<file path="config.mk">
export PLATFORM = sky130hd
export DESIGN_NAME = uart_tx_mmio_flat
export DESIGN_NICKNAME = d
export VERILOG_FILES = /design/src/rtl/uart_pkg.sv /design/src/rtl/uart_tx_mmio_if.sv /design/src/rtl/sync_fifo.sv /design/src/rtl/uart_tx_mmio.sv /design/src/flat_wrapper.sv
export SDC_FILE = /design/constraint.sdc
export NUM_CORES = 1
export LEC_CHECK = 0
export ABC_CLOCK_PERIOD_IN_PS = 5790
export CAP_MARGIN = 10
export CORE_MARGIN = 2
export CORE_UTILIZATION = 30
export CTS_CLUSTER_DIAMETER = 120
export DETAILED_ROUTE_END_ITERATION = 8
export REMOVE_ABC_BUFFERS = 1
export SYNTH_ARGS = -nofsm -noshare
export SYNTH_HDL_FRONTEND = slang
export SYNTH_SLANG_ARGS = --single-unit
</file>
<file path="constraint.sdc">
create_clock -name clk -period 5.79 [get_ports clk]
set_input_delay 1.158 -clock clk [delete_from_list [all_inputs] [get_ports clk]]
set_output_delay 1.158 -clock clk [all_outputs]
set_load 0.01 [all_outputs]
</file>
<file path="src/rtl/uart_pkg.sv">
// Shared register map, STATUS bit positions and transmitter state encoding.
package uart_pkg;

  localparam logic [31:0] TXDATA_OFS = 32'h0000_0000;
  localparam logic [31:0] STATUS_OFS = 32'h0000_0004;

  localparam int STAT_FULL    = 0;
  localparam int STAT_EMPTY   = 1;
  localparam int STAT_BUSY    = 2;
  localparam int STAT_OVF     = 3;
  localparam int STAT_CNT_LSB = 4;
  localparam int STAT_CNT_W   = 5;

  typedef enum logic [1:0] {
    IDLE,
    START,
    DATA,
    STOP
  } tx_state_t;

endpackage

</file>
<file path="src/rtl/uart_tx_mmio_if.sv">
// Core memory-port view of the UART: store/load strobes and address/data in, decode hit and read data out.
interface uart_tx_mmio_if;
  logic        memwrite;
  logic        memread;
  logic [31:0] adr;
  logic [31:0] writedata;
  logic        hit;
  logic [31:0] rdata;

  modport master (output memwrite, memread, adr, writedata, input hit, rdata);
  modport slave  (input memwrite, memread, adr, writedata, output hit, rdata);
endinterface

</file>
<file path="src/rtl/sync_fifo.sv">
// Single-clock FIFO with combinational head read; data is poppable the cycle after the push edge.
// Pushes while full and pops while empty are ignored, so the caller owns overflow reporting.
module sync_fifo #(
  parameter  int WIDTH = 8,
  parameter  int DEPTH = 8,
  localparam int AW    = $clog2(DEPTH),
  localparam int CW    = AW + 1
) (
  input  logic             clk,
  input  logic             reset,
  input  logic             push,
  input  logic [WIDTH-1:0] push_dat,
  input  logic             pop,
  output logic [WIDTH-1:0] pop_dat,
  output logic             full,
  output logic             empty,
  output logic [CW-1:0]    count
);

  logic [WIDTH-1:0] mem [DEPTH];
  logic [AW-1:0]    wr_ptr;
  logic [AW-1:0]    rd_ptr;
  logic             do_push;
  logic             do_pop;

  assign full    = (count == CW'(DEPTH));
  assign empty   = (count == '0);
  assign do_push = push & ~full;
  assign do_pop  = pop & ~empty;
  assign pop_dat = mem[rd_ptr];

  always_ff @(posedge clk) begin
    if (reset) begin
      wr_ptr <= '0;
      rd_ptr <= '0;
      count  <= '0;
    end else begin
      if (do_push) begin
        mem[wr_ptr] <= push_dat;
        wr_ptr      <= wr_ptr + AW'(1);
      end
      if (do_pop) begin
        rd_ptr <= rd_ptr + AW'(1);
      end
      count <= count + CW'(do_push) - CW'(do_pop);
    end
  end

endmodule

</file>
<file path="src/rtl/uart_tx_mmio.sv">
// Memory-mapped 8N1 UART transmitter: stores to TXDATA enqueue a byte, STATUS reports FIFO/FSM state.
// txd falls one clk after the enqueuing store; stores while the FIFO is full are dropped and flag overflow.
module uart_tx_mmio
  import uart_pkg::*;
#(
  parameter logic [31:0] BASE_ADDR  = 32'h0000_0400,
  parameter int          CLK_DIV    = 868,
  parameter int          FIFO_DEPTH = 8
) (
  input  logic          clk,
  input  logic          reset,
  uart_tx_mmio_if.slave bus,
  output logic          txd,
  output logic          tx_busy
);

  localparam int CW = $clog2(FIFO_DEPTH) + 1;
  localparam int BW = $clog2(CLK_DIV);
  localparam logic [BW-1:0] DIV_M1 = BW'(CLK_DIV - 1);

  logic          hit;
  logic          sel_txdata;
  logic          sel_status;
  logic          push_req;
  logic          ovf_set;
  logic          ovf_clr;
  logic          ovf_q;
  logic          fifo_pop;
  logic [7:0]    fifo_head;
  logic          fifo_full;
  logic          fifo_empty;
  logic [CW-1:0] fifo_count;
  logic [31:0]   status_word;

  tx_state_t     state_q, state_d;
  logic [BW-1:0] baud_q, baud_d;
  logic [2:0]    bit_q, bit_d;
  logic [7:0]    shift_q, shift_d;
  logic          txd_q, txd_d;

  // Memread only qualifies the core's own read mux; decode never depends on it.
  logic unused_inputs;
  assign unused_inputs = ^{bus.memread, bus.writedata[31:8]};

  assign hit        = (bus.adr[31:3] == BASE_ADDR[31:3]) && (bus.adr[1:0] == 2'b00);
  assign sel_txdata = hit && (bus.adr[2] == TXDATA_OFS[2]);
  assign sel_status = hit && (bus.adr[2] == STATUS_OFS[2]);

  assign push_req = bus.memwrite & sel_txdata;
  assign ovf_set  = push_req & fifo_full;
  assign ovf_clr  = bus.memwrite & sel_status & bus.writedata[STAT_OVF];

  sync_fifo #(
    .WIDTH (8),
    .DEPTH (FIFO_DEPTH)
  ) u_fifo (
    .clk      (clk),
    .reset    (reset),
    .push     (push_req),
    .push_dat (bus.writedata[7:0]),
    .pop      (fifo_pop),
    .pop_dat  (fifo_head),
    .full     (fifo_full),
    .empty    (fifo_empty),
    .count    (fifo_count)
  );

  always_comb begin
    status_word                                = '0;
    status_word[STAT_FULL]                     = fifo_full;
    status_word[STAT_EMPTY]                    = fifo_empty;
    status_word[STAT_BUSY]                     = (state_q != IDLE);
    status_word[STAT_OVF]                      = ovf_q;
    status_word[STAT_CNT_LSB +: STAT_CNT_W]    = STAT_CNT_W'(fifo_count);
  end

  assign bus.hit   = hit;
  assign bus.rdata = sel_status ? status_word : 32'h0;
  assign txd       = txd_q;
  assign tx_busy   = ~fifo_empty | (state_q != IDLE);

  always_comb begin
    state_d  = state_q;
    baud_d   = baud_q;
    bit_d    = bit_q;
    shift_d  = shift_q;
    fifo_pop = 1'b0;
    case (state_q)
      IDLE: begin
        if (!fifo_empty) begin
          fifo_pop = 1'b1;
          shift_d  = fifo_head;
          baud_d   = DIV_M1;
          state_d  = START;
        end
      end
      START: begin
        if (baud_q == '0) begin
          baud_d  = DIV_M1;
          bit_d   = 3'd0;
          state_d = DATA;
        end else begin
          baud_d = baud_q - BW'(1);
        end
      end
      DATA: begin
        if (baud_q == '0) begin
          baud_d  = DIV_M1;
          shift_d = {1'b0, shift_q[7:1]};
          if (bit_q == 3'd7) begin
            state_d = STOP;
          end else begin
            bit_d = bit_q + 3'd1;
          end
        end else begin
          baud_d = baud_q - BW'(1);
        end
      end
      STOP: begin
        if (baud_q == '0) begin
          state_d = IDLE;
        end else begin
          baud_d = baud_q - BW'(1);
        end
      end
      default: state_d = IDLE;
    endcase
    // txd is registered from the next state so the line changes on the same edge as the state.
    case (state_d)
      START:   txd_d = 1'b0;
      DATA:    txd_d = shift_d[0];
      default: txd_d = 1'b1;
    endcase
  end

  always_ff @(posedge clk) begin
    if (reset) begin
      state_q <= IDLE;
      baud_q  <= '0;
      bit_q   <= '0;
      shift_q <= '0;
      txd_q   <= 1'b1;
      ovf_q   <= 1'b0;
    end else begin
      state_q <= state_d;
      baud_q  <= baud_d;
      bit_q   <= bit_d;
      shift_q <= shift_d;
      txd_q   <= txd_d;
      if (ovf_set) begin
        ovf_q <= 1'b1;
      end else if (ovf_clr) begin
        ovf_q <= 1'b0;
      end
    end
  end

endmodule

</file>
<file path="src/flat_wrapper.sv">
// flat-port wrapper written by rule: the top's interface ports become plain ports
module uart_tx_mmio_flat import uart_pkg::*;
#(
  parameter logic [31:0] BASE_ADDR  = 32'h0000_0400,
  parameter int          CLK_DIV    = 868,
  parameter int          FIFO_DEPTH = 8
)
  (clk, reset, txd, tx_busy, bus_memwrite, bus_memread, bus_adr, bus_writedata, bus_hit, bus_rdata);
  uart_tx_mmio_if bus_i ();
  input  logic clk;
  input  logic reset;
  output logic txd;
  output logic tx_busy;
  input wire logic [$bits(bus_i.memwrite)-1:0] bus_memwrite;
  input wire logic [$bits(bus_i.memread)-1:0] bus_memread;
  input wire logic [$bits(bus_i.adr)-1:0] bus_adr;
  input wire logic [$bits(bus_i.writedata)-1:0] bus_writedata;
  output wire logic [$bits(bus_i.hit)-1:0] bus_hit;
  output wire logic [$bits(bus_i.rdata)-1:0] bus_rdata;
  assign bus_i.memwrite = bus_memwrite;
  assign bus_i.memread = bus_memread;
  assign bus_i.adr = bus_adr;
  assign bus_i.writedata = bus_writedata;
  assign bus_hit = bus_i.hit;
  assign bus_rdata = bus_i.rdata;
  uart_tx_mmio #(.BASE_ADDR(BASE_ADDR), .CLK_DIV(CLK_DIV), .FIFO_DEPTH(FIFO_DEPTH)) u_core (.clk(clk), .reset(reset), .bus(bus_i), .txd(txd), .tx_busy(tx_busy));
endmodule
</file>
==> results by group, run 1 <==
Status
  • Run status: completed

STA
  • Minimum clock period after layout: 4.35 ns
  • Tightest Pin Transition: 0.970 ns
  • Final hold viol count: 0
  • Post-route setup TNS: 0 ns
  • Slew Limit Headroom: 35.1%
  • Highest clock frequency the design can meet: 230 MHz
  • Largest clock skew in the final design: 0.0105 ns
  • Pins Over Slew Limit: 0
  • Setup repair after global routing missed its margin: no
  • Endpoints failing setup: 0
  • Period Utilization, post-route: 75.2%
  • Min setup slack post-route: 1.44 ns
  • Worst-case hold slack: 0.474 ns

CTS
  • CTS tree: yes
  • Quantity of gates resized following cts: 0
  • Root buffer cell: clkbuf_16
  • Total CTS buffers: 9
  • Clock Sinks: 102
  • Clock latency on the worst-skew pair: 0.35 ns
  • Number of buffers inserted for hold repair after clock tree synthesis: 0
  • Post-CTS setup repair buffer count: 0
  • Clock slew seen by the registers of the worst setup and hold paths: 0.07 ns
  • CTS max path bufs: 2
  • Number of levels the H-tree was split into: 3

Route
  • 1st-pass router iterations: 4
  • Total detailed-routing wirelength: 9.67 mm
  • Drt first-iter violations: 148
  • Vias after detailed routing: 3082
  • Vias per inst: 4.64
  • Count of unresolved DRC violations after routing: 0
  • Antenna viol nets, final: 0
  • Routed WL per cell: 14.6 um

Die
  • Core area: 0.0158 sq mm
  • Effective utilization at floorplan: 30.4%
  • Die Span Y: 130 um
  • Floorplan row count: 46
  • Die Outline Area: 0.0170 sq mm
  • Die width: 130 um
  • Number of I/O pins: 103

Synthesis
  • Post-synthesis sequential element count: 102
  • Proportion of register bits with asynchronous set or reset after synthesis: 0%
  • Dominant register cell in the synthesized netlist: edfxtp_1
  • Synth Warn #: 0
  • Synth cell types: 62
  • Sequential cell area fraction in the yosys report: 55.9%
  • Cell type with the highest aggregate area in the netlist: edfxtp_1
  • Portion of synthesized cell area occupied by the leading cell type: 40.1%
  • Post-synth EDFFs: 64
  • Most common cell in the synthesized netlist: edfxtp_1
  • Cells after Synth: 391
  • Synth top area cells: edfxtp_1 (40%), dfxtp_1 (16%), mux4_2 (6.6%)
  • Post-synthesis instance area: 0.00479 sq mm
  • Top post-synthesis cells by count: edfxtp_1 (64), nor2_1 (45), dfxtp_1 (38)
  • Synth Area per Inst: 12.3 sq um

Layout
  • Count of non-filler cells in the finished layout: 664
  • Storage element area: 0.00268 sq mm
  • Total area of multi-input combinational cells: 0.00188 sq mm
  • Nets: 528
  • Share of layout cells above drive strength 1: 12.5%
  • Area growth from synthesis to layout: 20.9%
  • Fill cells: 1505
  • Number of diodes added for antenna fixing: 0

Setup path
  • Startpoint of the worst-slack reg-to-reg timing path: u_core.state_q[0]$_SDFF_PP0_
  • Slack of the worst reg-to-reg path: 3.12 ns
  • Sort of element at the start of the critical path: input pin
  • Library cell contributing the largest single delay on the critical path: clkdlybuf4s50_1
  • Terminus of the critical flop-to-flop path: u_core.u_fifo.count[3]$_SDFF_PP0_
  • Crit Path Max Fanout: 6
  • Worst reg2reg path depth: 11
  • Biggest cell delay along the critical path: 0.55 ns
  • Worst EP required: 4.63 ns
  • List of cells traversed by the critical path: clkdlybuf4s50_1 -> nor4_1 -> nand4_1 -> nor2_1 -> nand2_1 -> nor2_1 -> clkdlybuf4s50_1
  • Worst setup path class: input pin to primary output
  • Arrival @ worst endpoint: 3.20 ns
  • Capturing element type of the critical path: primary output

Placement
  • Final RePlAce weighted congestion: 0.769
  • Count of input and output buffers: 53
  • Detailed-placement wirelength estimate: 6.61 mm
  • Number of instances in the placed design: 647
  • Dpl ws: 1.43 ns

Min path
  • Hold WC Path Type: register to register
  • Hold Path Cell Cnt: 2
  • Worst min-delay path startpoint: u_core.shift_q[7]$_SDFFE_PP0P_
  • Hold Crit Endpoint: u_core.shift_q[7]$_SDFFE_PP0P_

Power
  • Pwr per Cell Area: 424 mW/mm^2
  • Overall power consumption: 2460 uW
  • Leakage component of the power: 0.00200 uW
  • IR drop worst, VDD: 0.190 mV

Flow run
  • Number of maximum-capacitance violations: 0

GRT
  • Sum of overflow across all layers after global routing: 0
  • Number of antenna violations at the first check in global routing: 0
  • Via count of the first global-routing pass: 3130
  • Overall fraction of global-route tracks in use: 12.1%
  • First-pass GRT wire length: 15.8 mm
  • Maximum number of pins on one net before global-route repair: 28
==> report_power, final <==
part / switching (uW) / total [uW] / internal (uW)
sequential: 110 / 965 / 854
combinational: 474 / 885 / 411
clock: 299 / 609 / 310
total: 883 / 2460 / 1580
==> worst max-delay path by stage <==
stage                 from            to  slack [ns]
2_1_floorplan  bus_adr[13]  bus_rdata[0]        2.36
3_3_place_gp    bus_adr[5]  bus_rdata[0]        1.43
4_1_cts         bus_adr[5]  bus_rdata[0]        1.42
3_5_place_dp   bus_adr[17]  bus_rdata[2]        1.43
6_report        bus_adr[5]  bus_rdata[0]        1.44
5_1_grt        bus_adr[12]  bus_rdata[1]        1.17
==> metal layers <==
layer | routed length, um | track usage (%) | vias to the layer above
li1 | - | - | 1507
met1 | 4250 | 14.8 | 1509
met2 | 4950 | 21.0 | 56
met3 | 358 | 2.89 | 10
met4 | 114 | 4.19 | 0
met5 | 0 | 0 | -
==> cell type report <==
cell class | count | area share (%)
Tap cell | 216 | 4.66
Inverter | 16 | 1.04
Sequential cell | 102 | 46.3
Multi-Input combinational cell | 255 | 32.4
Clock inverter | 7 | 1.49
Timing Repair Buffer | 59 | 10.3
Clock buffer | 9 | 3.89
==> stage by stage <==
stage	util, %	cell area, sq um
floorplan	-	4620
global placement	34.6	5460
detailed placement	34.6	5460
CTS	36.6	5770
global route	36.8	5800
finish	36.8	5800
==> cells by family (layout without fill, tap and decap cells) <==
| logic type | after synthesis | count (layout) | synth area share [%] |
|---|---|---|---|
| flops | 102 | 102 | 55.9 |
| fa+ha+maj | 17 | 17 | 4.59 |
| buf+inv | 57 | 91 | 6.71 |
| mux | 26 | 26 | 9.19 |
| other cells | 1 | 24 | 0.0782 |
| compound gates | 58 | 58 | 7.83 |
| simple gates | 122 | 122 | 14.2 |
| xor+xnor | 8 | 8 | 1.46 |
==> critical path, delay by kind of cell <==
| family | cells | cell delay, ns |
|---|---|---|
| simple gates | 5 | 1.08 |
| buf+inv | 2 | 0.95 |
==> cells in the final DEF, fill, tap and decap left out, types with 2 or more instances in the layout <==
cell type / count
mux2_2: 4
clkinv_8: 3
mux4_2: 14
o21ai_1: 8
inv_6: 2
a311oi_1: 2
o21ai_0: 2
mux2i_1: 8
nor4_1: 8
and3_1: 3
or3_1: 2
nand2b_1: 3
a21oi_1: 23
nand2_2: 2
a22oi_1: 3
nor2b_1: 5
nand3_1: 5
nor2_1: 45
o22ai_1: 3
nor4_2: 3
clkdlybuf4s50_1: 53
a31oi_1: 3
nand2_1: 13
or4_1: 2
ha_1: 16
xor2_1: 6
buf_4: 5
clkbuf_16: 9
nand4_1: 7
xnor2_1: 2
dfxtp_1: 38
and2_1: 3
a211oi_1: 2
conb_1: 24
edfxtp_1: 64
nor3_1: 10
inv_1: 15
==> state kept, by name, summed over array words and instances (netlist names), named ones only <==
name / cells
u_core.u_fifo.mem: 64
u_core.baud_q: 10
u_core.shift_q: 8
u_core.u_fifo.count: 4
u_core.bit_q: 3
u_core.u_fifo.rd_ptr: 3
u_core.u_fifo.wr_ptr: 3
u_core.state_q: 2
u_core.ovf_q: 1
u_core.txd: 1
(Power assumes the default switching activity.)
==> run 2, diff against run 1 <==
--- a/config.mk
+++ b/config.mk
@@ -5,7 +5,7 @@
 export SDC_FILE = /design/constraint.sdc
 export NUM_CORES = 1
 export LEC_CHECK = 0
-export ABC_CLOCK_PERIOD_IN_PS = 5790
+export ABC_CLOCK_PERIOD_IN_PS = 4300
 export CAP_MARGIN = 10
 export CORE_MARGIN = 2
 export CORE_UTILIZATION = 30
==> constraint.sdc (replaced) <==
create_clock -name clk -period 4.3 [get_ports clk]
set_input_delay 0.86 -clock clk [delete_from_list [all_inputs] [get_ports clk]]
set_output_delay 0.86 -clock clk [all_outputs]
set_load 0.01 [all_outputs]
==> results by group, run 2 (same netlist as run 1, synthesis figures left out) <==
STA
  • Endpoints failing setup: 0 (unchanged)
  • Period Utilization, post-route: 89.4%
  • Setup repair after global routing missed its margin: no
  • Minimum clock period after layout: 3.84 ns
  • Slew Limit Headroom: 36.0% (+0.98 points)
  • Largest clock skew in the final design: 0.00730 ns (-0.00320 ns)
  • Pins Over Slew Limit: 0 (unchanged)
  • Post-route setup TNS: 0 ns (unchanged)
  • Tightest Pin Transition: 0.958 ns (-0.0124 ns)
  • Highest clock frequency the design can meet: 260 MHz
  • Final hold viol count: 0 (unchanged)

Route
  • Count of unresolved DRC violations after routing: 0 (unchanged)
  • Routed WL per cell: 14.5 um (-0.57%)
  • Vias per inst: 4.63 (-0.20%)
  • Total detailed-routing wirelength: 9.68 mm (+0.18%)
  • 1st-pass router iterations: 4 (unchanged)
  • Drt first-iter violations: 144 (-2.7%)
  • Antenna viol nets, final: 0 (unchanged)
  • Vias after detailed routing: 3099 (+0.55%)

CTS
  • Number of buffers inserted for hold repair after clock tree synthesis: 0 (unchanged)
  • Clock Sinks: 102 (unchanged)
  • Clock slew seen by the registers of the worst setup and hold paths: 0.07 ns (about the same)
  • Root buffer cell: clkbuf_16
  • Post-CTS setup repair buffer count: 0 (unchanged)
  • Quantity of gates resized following cts: 0 (unchanged)
  • Clock latency on the worst-skew pair: 0.34 ns (about the same)
  • Number of levels the H-tree was split into: 3 (unchanged)
  • CTS max path bufs: 2 (unchanged)
  • CTS tree: yes
  • Total CTS buffers: 9 (unchanged)

Die
  • Die Outline Area: 0.0170 sq mm (unchanged)
  • Number of I/O pins: 103 (unchanged)
  • Core area: 0.0158 sq mm (unchanged)
  • Die Span Y: 130 um (unchanged)
  • Floorplan row count: 46 (unchanged)
  • Die width: 130 um (unchanged)
  • Effective utilization at floorplan: 30.4% (unchanged)

Setup path
  • List of cells traversed by the critical path: clkdlybuf4s50_1 -> nor4_1 -> nand4_1 -> nor2_1 -> nand2_1 -> nor2_1 -> clkdlybuf4s50_1
  • Worst EP required: 3.44 ns (-1.19 ns)
  • Arrival @ worst endpoint: 2.98 ns (-0.22 ns)
  • Worst setup path class: input pin to primary output
  • Sort of element at the start of the critical path: input pin
  • Capturing element type of the critical path: primary output
  • Biggest cell delay along the critical path: 0.55 ns (about the same)
  • Slack of the worst reg-to-reg path: 1.67 ns (-1.45 ns)
  • Count of buffer and inverter cells on the critical path: 2 (unchanged)
  • Crit Path Max Fanout: 6 (unchanged)
  • Library cell contributing the largest single delay on the critical path: clkdlybuf4s50_1
  • CP Depth: 7 (unchanged)
  • Worst reg2reg path depth: 11 (unchanged)
  • Category of cells accounting for the largest share of critical-path delay: simple AND/OR/NAND/NOR gates

Placement
  • Final RePlAce weighted congestion: 0.783 (+1.9%)
  • Detailed-placement wirelength estimate: 6.74 mm (+2.0%)
  • Count of input and output buffers: 53 (unchanged)

Layout
  • Area growth from synthesis to layout: 21.1%
  • Storage element area: 0.00268 sq mm (unchanged)
  • Total area of multi-input combinational cells: 0.00188 sq mm (unchanged)
  • Share of layout cells above drive strength 1: 13.2% (+0.75 points)
  • Commonest cells after routing, fill and taps aside: edfxtp_1 (64), clkdlybuf4s50_1 (53), nor2_1 (45)
  • Fill cells: 1533 (+1.9%)
  • Registers with the highest flip-flop counts: u_core.u_fifo.mem (64), u_core.baud_q (10), u_core.shift_q (8)
  • Most common cell after layout, fill and taps aside: edfxtp_1
  • Number of flip-flops under the largest register name: 64 (unchanged)
  • Top register by number of flip-flops: u_core.u_fifo.mem
  • Nets: 533 (+0.95%)
  • Number of diodes added for antenna fixing: 0 (unchanged)

Power
  • Seq pwr share: 40.1% (+0.9 points)
  • Switching part of the total power: 35.2% (-0.70 points)
  • Net load switching power: 1150 uW (+30%)
  • Leakage component of the power: 0.00202 uW (+0.69%)
  • Overall power consumption: 3250 uW (+32%)
  • Clk network pwr share: 23.5% (-1.3 points)
  • Pwr per Cell Area: 561 mW/mm^2 (+32%)
  • Cell-internal power: 2110 uW (+34%)
  • Comb power frac: 36.5% (+0.5 points)
  • IR drop worst, VDD: 0.275 mV (+45%)

GRT
  • Overall fraction of global-route tracks in use: 12.0% (-0.081 points)
  • Maximum number of pins on one net before global-route repair: 27 (-3.6%)
  • Via count of the first global-routing pass: 3136 (+0.19%)
  • GR Util met2: 21.8% (+0.80 points)
  • Number of antenna violations at the first check in global routing: 0 (unchanged)
  • First-pass GRT wire length: 15.8 mm (about the same)
  • Met3 Use GR: 2.97% (+0.081 points)
  • Fraction of met1 tracks used by global routing: 14.4% (-0.37 points)
  • Gr busiest metal: met2
  • Sum of overflow across all layers after global routing: 0 (unchanged)

Status
  • Run status: completed

Min path
  • Hold WC Path Type: register to register
  • Hold Path Cell Cnt: 2 (unchanged)

Flow run
  • Number of maximum-capacitance violations: 0 (unchanged)
run 2: final timing paths:
path / start / to
setup / recovery: bus_adr[5] / bus_rdata[2]
hold / removal: u_core.shift_q[7]$_SDFFE_PP0P_ / u_core.shift_q[7]$_SDFFE_PP0P_
setup reg to reg: u_core.state_q[0]$_SDFF_PP0_ / u_core.u_fifo.count[3]$_SDFF_PP0_
hold reg to reg: u_core.shift_q[7]$_SDFFE_PP0P_ / u_core.shift_q[7]$_SDFFE_PP0P_
run 2: area by class of cell:
cell class	count	area share (%)
sequential	102	46.2
tap	216	4.66
multi-input combinational	255	32.3
clock inverter	6	0.905
inverter	16	1.03
timing repair buffer	64	10.9
clock buffer	10	3.94
run 2: tightest hold or removal path: cells and delay by family (launching register included):
family,cells,cell delay [ns]
AOI/OAI and AO/OA,1,0.05
and+or+nand+nor,1,0.07
DFF,1,0.32
run 2: per-layer routing:
| metal | share of wire, % | vias up |
|---|---|---|
| li1 | - | 1516 |
| met1 | 44 | 1513 |
| met2 | 51 | 61 |
| met3 | 3.4 | 9 |
| met4 | 1.1 | 0 |
| met5 | 0 | - |
run 2: power groups by stage:
stage	combinational [uW]	clock (uW)	sequential [uW]
CTS	1150	787	1330
detailed placement	1140	0	1350
floorplan	861	0	1290
global route	1330	823	1320
finish	1190	764	1300
global placement	1100	0	1340
run 2: per-stage QoR:
stage	hold slack (ns)	util, %	setup WS [ns]	instance area (sq um)	cells
after detailed placement	0.459	34.8	0.420	5500	652
after CTS	0.473	36.6	0.425	5780	668
after global routing	0.495	36.8	0.230	5800	669
final	0.470	36.8	0.456	5800	669
after floorplan	0.432	-	1.22	4620	373
after global placement	0.449	34.8	0.531	5500	652
